## src/rtl/riscv_word_packer_pkg.sv

```systemverilog
// Shared word width, pack state encodings and state type for the word packer.
`ifndef RISCV_CONFIGS
`define RISCV_CONFIGS
`define XLEN 32
`define PACK_FILL 1'b0
`define PACK_HOLD 1'b1
`endif

package riscv_word_packer_pkg;

  localparam int XLEN = `XLEN;

  typedef enum logic {
    ST_FILL = `PACK_FILL,
    ST_HOLD = `PACK_HOLD
  } pack_state_e;

  // Index width that stays legal (>= 1 bit) even for a single slot.
  function automatic int idx_width(input int n_slot);
    return (n_slot > 1) ? $clog2(n_slot) : 1;
  endfunction

endpackage

```

## src/rtl/riscv_decoder.sv

```systemverilog
// Enabled binary-to-one-hot decoder used as the per-slot write enable.
module riscv_decoder #(
  parameter int N_OUT = 2,
  parameter int IDX_W = 1
) (
  input  logic             en,
  input  logic [IDX_W-1:0] idx,
  output logic [N_OUT-1:0] onehot
);

  // One output bit high for the selected index while enabled.
  always_comb begin
    onehot = '0;
    for (int i = 0; i < N_OUT; i++) begin
      onehot[i] = en && (idx == IDX_W'(i));
    end
  end

endmodule

```

## src/rtl/riscv_word_packer.sv

```systemverilog
// Collects XLEN-bit words into an N_SLOT-wide concatenated bus and hands it
// off over a valid/ready handshake. Slot i lives at [XLEN*(i+1)-1 -: XLEN].
module riscv_word_packer
  import riscv_word_packer_pkg::*;
#(
  parameter int N_SLOT = 2
) (
  input  logic                         i_clk,
  input  logic                         i_rst,
  input  logic                         i_flush,
  input  logic                         i_word_valid,
  output logic                         o_word_ready,
  input  logic [`XLEN-1:0]             i_word_data,
  input  logic                         i_word_last,
  output logic                         o_pack_valid,
  input  logic                         i_pack_ready,
  output logic [N_SLOT*`XLEN-1:0]      o_pack_data,
  output logic [$clog2(N_SLOT+1)-1:0]  o_pack_cnt
);

  localparam int IDX_W = idx_width(N_SLOT);
  localparam int CNT_W = $clog2(N_SLOT + 1);

  pack_state_e               state_q, state_d;
  logic [IDX_W-1:0]          idx_q;
  logic [N_SLOT*`XLEN-1:0]   data_q;
  logic [CNT_W-1:0]          cnt_q;
  logic [N_SLOT-1:0]         slot_we;
  logic                      word_acc;
  logic                      pack_acc;
  logic                      close_pack;

  assign word_acc   = i_word_valid & o_word_ready;
  assign pack_acc   = o_pack_valid & i_pack_ready;
  assign close_pack = i_word_last | (idx_q == IDX_W'(N_SLOT - 1));

  riscv_decoder #(
    .N_OUT (N_SLOT),
    .IDX_W (IDX_W)
  ) u_slot_dec (
    .en     (word_acc),
    .idx    (idx_q),
    .onehot (slot_we)
  );

  // State register.
  always_ff @(posedge i_clk) begin
    if (i_rst) state_q <= ST_FILL;
    else       state_q <= state_d;
  end

  // Next state: close a pack on its last word, reopen on hand-off; flush wins.
  always_comb begin
    state_d = state_q;
    case (state_q)
      ST_FILL: if (word_acc && close_pack) state_d = ST_HOLD;
      ST_HOLD: if (i_pack_ready)           state_d = ST_FILL;
      default:                             state_d = ST_FILL;
    endcase
    if (i_flush) state_d = ST_FILL;
  end

  // Handshake outputs depend only on state and flush, never on i_pack_ready.
  always_comb begin
    o_word_ready = (state_q == ST_FILL) & ~i_flush;
    o_pack_valid = (state_q == ST_HOLD);
  end

  // Slot registers, slot index and written-slot count.
  always_ff @(posedge i_clk) begin
    if (i_rst || i_flush) begin
      idx_q  <= '0;
      data_q <= '0;
      cnt_q  <= '0;
    end else if (pack_acc) begin
      idx_q  <= '0;
      data_q <= '0;
      cnt_q  <= '0;
    end else if (word_acc) begin
      for (int i = 0; i < N_SLOT; i++) begin
        if (slot_we[i]) data_q[`XLEN*(i+1)-1 -: `XLEN] <= i_word_data;
      end
      cnt_q <= CNT_W'(idx_q) + CNT_W'(1);
      idx_q <= close_pack ? '0 : idx_q + IDX_W'(1);
    end
  end

  assign o_pack_data = data_q;
  assign o_pack_cnt  = cnt_q;

endmodule

```

## config.mk

```make
export PLATFORM = sky130hd
export DESIGN_NAME = riscv_word_packer
export DESIGN_NICKNAME = d
export VERILOG_FILES = /design/src/rtl/riscv_word_packer_pkg.sv /design/src/rtl/riscv_decoder.sv /design/src/rtl/riscv_word_packer.sv
export SDC_FILE = /design/constraint.sdc
export NUM_CORES = 1
export LEC_CHECK = 0
export ABC_AREA = 1
export BUFFER_PORTS_ARGS = -buffer_cell sky130_fd_sc_hd__buf_4
export CAP_MARGIN = 20
export CORE_UTILIZATION = 30
export CTS_BUF_LIST = sky130_fd_sc_hd__clkbuf_4
export CTS_CLUSTER_SIZE = 28
export DETAILED_ROUTE_END_ITERATION = 6
export SLEW_MARGIN = 0
export SYNTH_ARGS = -nofsm -noshare
export SYNTH_HDL_FRONTEND = slang
export SYNTH_SLANG_ARGS = --single-unit
```

## constraint.sdc

```tcl
create_clock -name i_clk -period 2.45 [get_ports i_clk]
set_input_delay 0.49 -clock i_clk [delete_from_list [all_inputs] [get_ports i_clk]]
set_output_delay 0.49 -clock i_clk [all_outputs]
set_load 0.05 [all_outputs]
```

# Word level (Yosys, flattened, before mapping)
# Index checks and enable logic that the tools add are counted.
# totals
ff_bits	68
input_bits	38
out_inout_bits	68
elab_cells	26
# classes
add_sub_neg	2
muxes	4
n_bitwise	7
n_reduce_logical	8
# ops
operator	count
AND reduction 2 bit	2
OR reduction 2 bit	2
bitwise AND 1 bit	3
logical AND 1 bit	3
2-to-1 mux 1 bit	3
inverter 1 bit	3
adder 1 x 1 -> 2 bit, second input constant	1
one-hot mux 1 bit (2 select lines)	1
adder 1 bit, second input constant	1
logical OR 1 bit	1
bitwise OR 1 bit	1

# Longest topological paths before layout
# depth
word_depth	6
mapped_depth	7
mapped_depth_nobuf	5

# Cells and area by module
# Synthesis repeated with hierarchy kept, for this count alone.
# hier_totals
hier_cells	552
hier_area_um2	3424.5
# by_module_without_submodules
mod	instances	cells_per_inst	area_per_inst_um2	seq_area_each_um2
riscv_word_packer	1	548	3407.0	1361.3
riscv_decoder	1	4	17.5	0.0

# Worst setup path after synthesis
# Ideal clock, no wire load.
# synth_timing
path_type	register -> output
start	register state_q, in the netlist o_pack_valid
end	output port o_word_ready
arrival_time_ns	1.076
required_ns	1.960
setup_slack_ns	0.884
path_stages_with_launch	3
path_buffers	1
cell_sequence	dfxtp_1 > nor2_4 > buf_2
# synth_via
elab_chain_len	2
# synth_rtl
element	line_no	rtl
start: declaration	riscv_word_packer.sv:24	pack_state_e state_q, state_d;
start signal: assignment	riscv_word_packer.sv:49	else state_q <= state_d;
inverter 1 bit	n/a	
bitwise AND 1 bit	riscv_word_packer.sv:65	o_word_ready = (state_q == ST_FILL) & ~i_flush;
end: declaration	riscv_word_packer.sv:12	output logic o_word_ready,
# No other way between the ends.

# Worst setup path after layout
# Same ends and word-level chain as after synthesis.

==> flow_summary.toml <==
[sta]
post-route-min-period_ns = 2.09
maxSlewViolCount = 0
slew_headroom_pct = 55.6
fin_setup_tns_ns = 0
finalSetupViolations = 0
rsz0062_at_grt = "no"
setup_ws_ns = 0.356
post-route-period-util_pct = 85.5
finalHoldViolCount = 0
worst_slew_pin_slew_ns = 0.665
fin_hold_ws_ns = 0.315
max_clock_freq_ghz = 0.478
worst_clock_skew_ns = 0.0132

[yosys]
yosysMostFrequentCell = "inv_1"
ys_ff_latch = 68
postSynthCellCount = 543
yosysUniqueCellTypes = 14
yosysTopAreaCellShare_pct = 40.3
seq_area_frac_synth_pct = 40.3
syn_area_um2 = 3380
synth_async_sr_flop_share_pct = 0
synthFlopType = "dfxtp_1"
synth.avg_cell_area_um2 = 6.23
yosysTopAreaCell = "dfxtp_1"
yosys_warnings = 0
syn_nets = 581
synth_area_leaders = "dfxtp_1 40%, inv_1 18%, nand2_1 15%"
synth_edf_count = 0
synth_common_cells = "165 x inv_1, 137 x nand2_1, 68 x dfxtp_1, 65 x nor2_1, 64 x nand4_1"

[hold_path]
hold_start = "i_rst"
hold_class = "in2reg"
whs_endpoint = "o_pack_valid$_SDFF_PP0_"
holdPathStages = 4

[final_layout]
drive_gt1_share_pct = 20.5
design_area_um2 = 4350
multiInputGateArea_um2 = 1210
seqCellArea_um2 = 1360
nets = 673
instances_no_fill = 779
fill_cells = 1160
area_growth_pct = 28.5

[setup_path]
reg2reg_depth = 6
r2r_slack_ns = 0.72
arrival_ns = 1.60
crit_path_start_kind = "register"
r2r_start = "o_pack_valid$_SDFF_PP0_"
crit_start = "o_pack_valid$_SDFF_PP0_"
required_ns = 1.96
crit_type = "reg2out"
end_kind = "primary output"
regToRegEndpoint = "o_pack_data[29]$_SDFFE_PP0P_"
critPathMaxFanout = 15

[die]
initial_core_util_pct = 31.1
ios = 106
core_um2 = 10900
die_h_um = 108
rows = 38
chipWidth_um = 108
dieArea_um2 = 11700

[grt]
grt_max_degree = 67
overflow = 0
grt_pass1_vias = 3008
antenna_found_initial = 1
grt_pass1_wl_mm = 14.7
grt_usage_pct = 16.4

[drt]
via_per_inst = 4.26
via_count = 3315
first_pass_iters = 4
ant_nets = 0
wire_per_inst_um = 12.0
wl_mm = 9.32
post-route-drc-count = 0
drt_iter0_drc = 242

[placed_design]
dp_slack_ns = 0.516
place_area_um2 = 4250
portBuffers = 105
place_inst = 764
hpwl_mm = 6.42
gp_routability_congestion = 0.836

[pwr]
ir_worst_vdd_v = 0.000185
powerDensity_nw_per_um2 = 482
leakage_nw = 2.26

[clocking]
cts_resized = 0
htree_levels = 3
cts_buffers = 9
cts_tree = "yes"
cts_root_buf = "clkbuf_4"
post_cts_buffers = 0
clk_latency_ns = 0.40
clk_path_buf_depth = 2
path_clk_slew_ns = 0.11
cts_sinks = 68
hold_buffers = 0

[status]
status = "completed"

[run]
maxCapViolCount = 0
## stage by stage
stage          power (mW)  util, %
4_1_cts              2.13     39.9
3_5_place_dp         1.56     39.1
5_1_grt              2.21     39.9
6_report             2.10     39.9
3_3_place_gp         1.55     39.1
2_1_floorplan        1.43        -
## layout make-up
class	count	share of cell area (%)
antenna	1	0.0576
clock buffer	9	1.55
clock inverter	5	0.489
inverter	167	14.4
multi-input combinational	274	28.0
sequential	68	31.3
tap	140	4.03
timing repair buffer	115	20.2
## per-layer routing
metal,part of all wire [%],vias to the layer above,GRT usage (%)
met5,0,-,0
met4,1.4,0,5.19
met3,6.5,10,4.28
met2,45,120,26.1
met1,47,1428,21.6
li1,-,1757,-
## worst max-delay path by stage
| stage | slack [ns] | cells after the start | end |
|---|---|---|---|
| final | 0.36 | 3 | o_word_ready |
| after global routing | 0.24 | 3 | o_word_ready |
| after CTS | 0.31 | 3 | o_word_ready |
| after detailed placement | 0.52 | 7 | o_pack_data[29]$_SDFFE_PP0P_ |
| after global placement | 0.59 | 4 | o_word_ready |
| after floorplan | 0.88 | 2 | o_word_ready |
## state kept, by name, indices dropped and copies added, names as in the netlist
name,count
o_pack_valid,1
idx_q,1
o_pack_cnt,2
o_pack_data,64
## cell usage in the layout, fill, tap and decap left out
cell type | netlist | routed
clkinv_1 | 0 | 3
nor2_4 | 1 | 1
buf_12 | 0 | 1
inv_2 | 2 | 2
dfxtp_1 | 68 | 68
inv_1 | 165 | 165
nand3_1 | 2 | 2
buf_4 | 7 | 114
clkinv_2 | 0 | 2
nor2_1 | 65 | 65
nand2_1 | 137 | 137
clkbuf_4 | 0 | 9
a21oi_1 | 3 | 3
nand3_2 | 2 | 2
nand4_1 | 64 | 64
diode_2 | 0 | 1
## worst max-delay path, stage by stage (launching register included)
cell and delay (ns):
dfxtp_1 0.38, nor2_4 0.33, buf_4 0.27, buf_4 0.23
## cell families after synthesis
group                  count (synthesis)  synth area share (%)
flip-flops                            68                  40.3
buffers and inverters                201                  23.8
AND/OR/NAND/NOR                      271                  35.5
AO/OA/AOI/OAI                          3                 0.444
## where the power goes
| group | leakage (nW) | total [mW] | internal [mW] | switching [mW] |
|---|---|---|---|---|
| Combinational | 1.65 | 0.388 | 0.132 | 0.257 |
| Sequential | 0.550 | 1.14 | 1.13 | 0.0168 |
| Clock | 0.0539 | 0.562 | 0.185 | 0.378 |
| Total | 2.26 | 2.10 | 1.44 | 0.651 |
No activity file was read; power rests on OpenSTA's default activity.
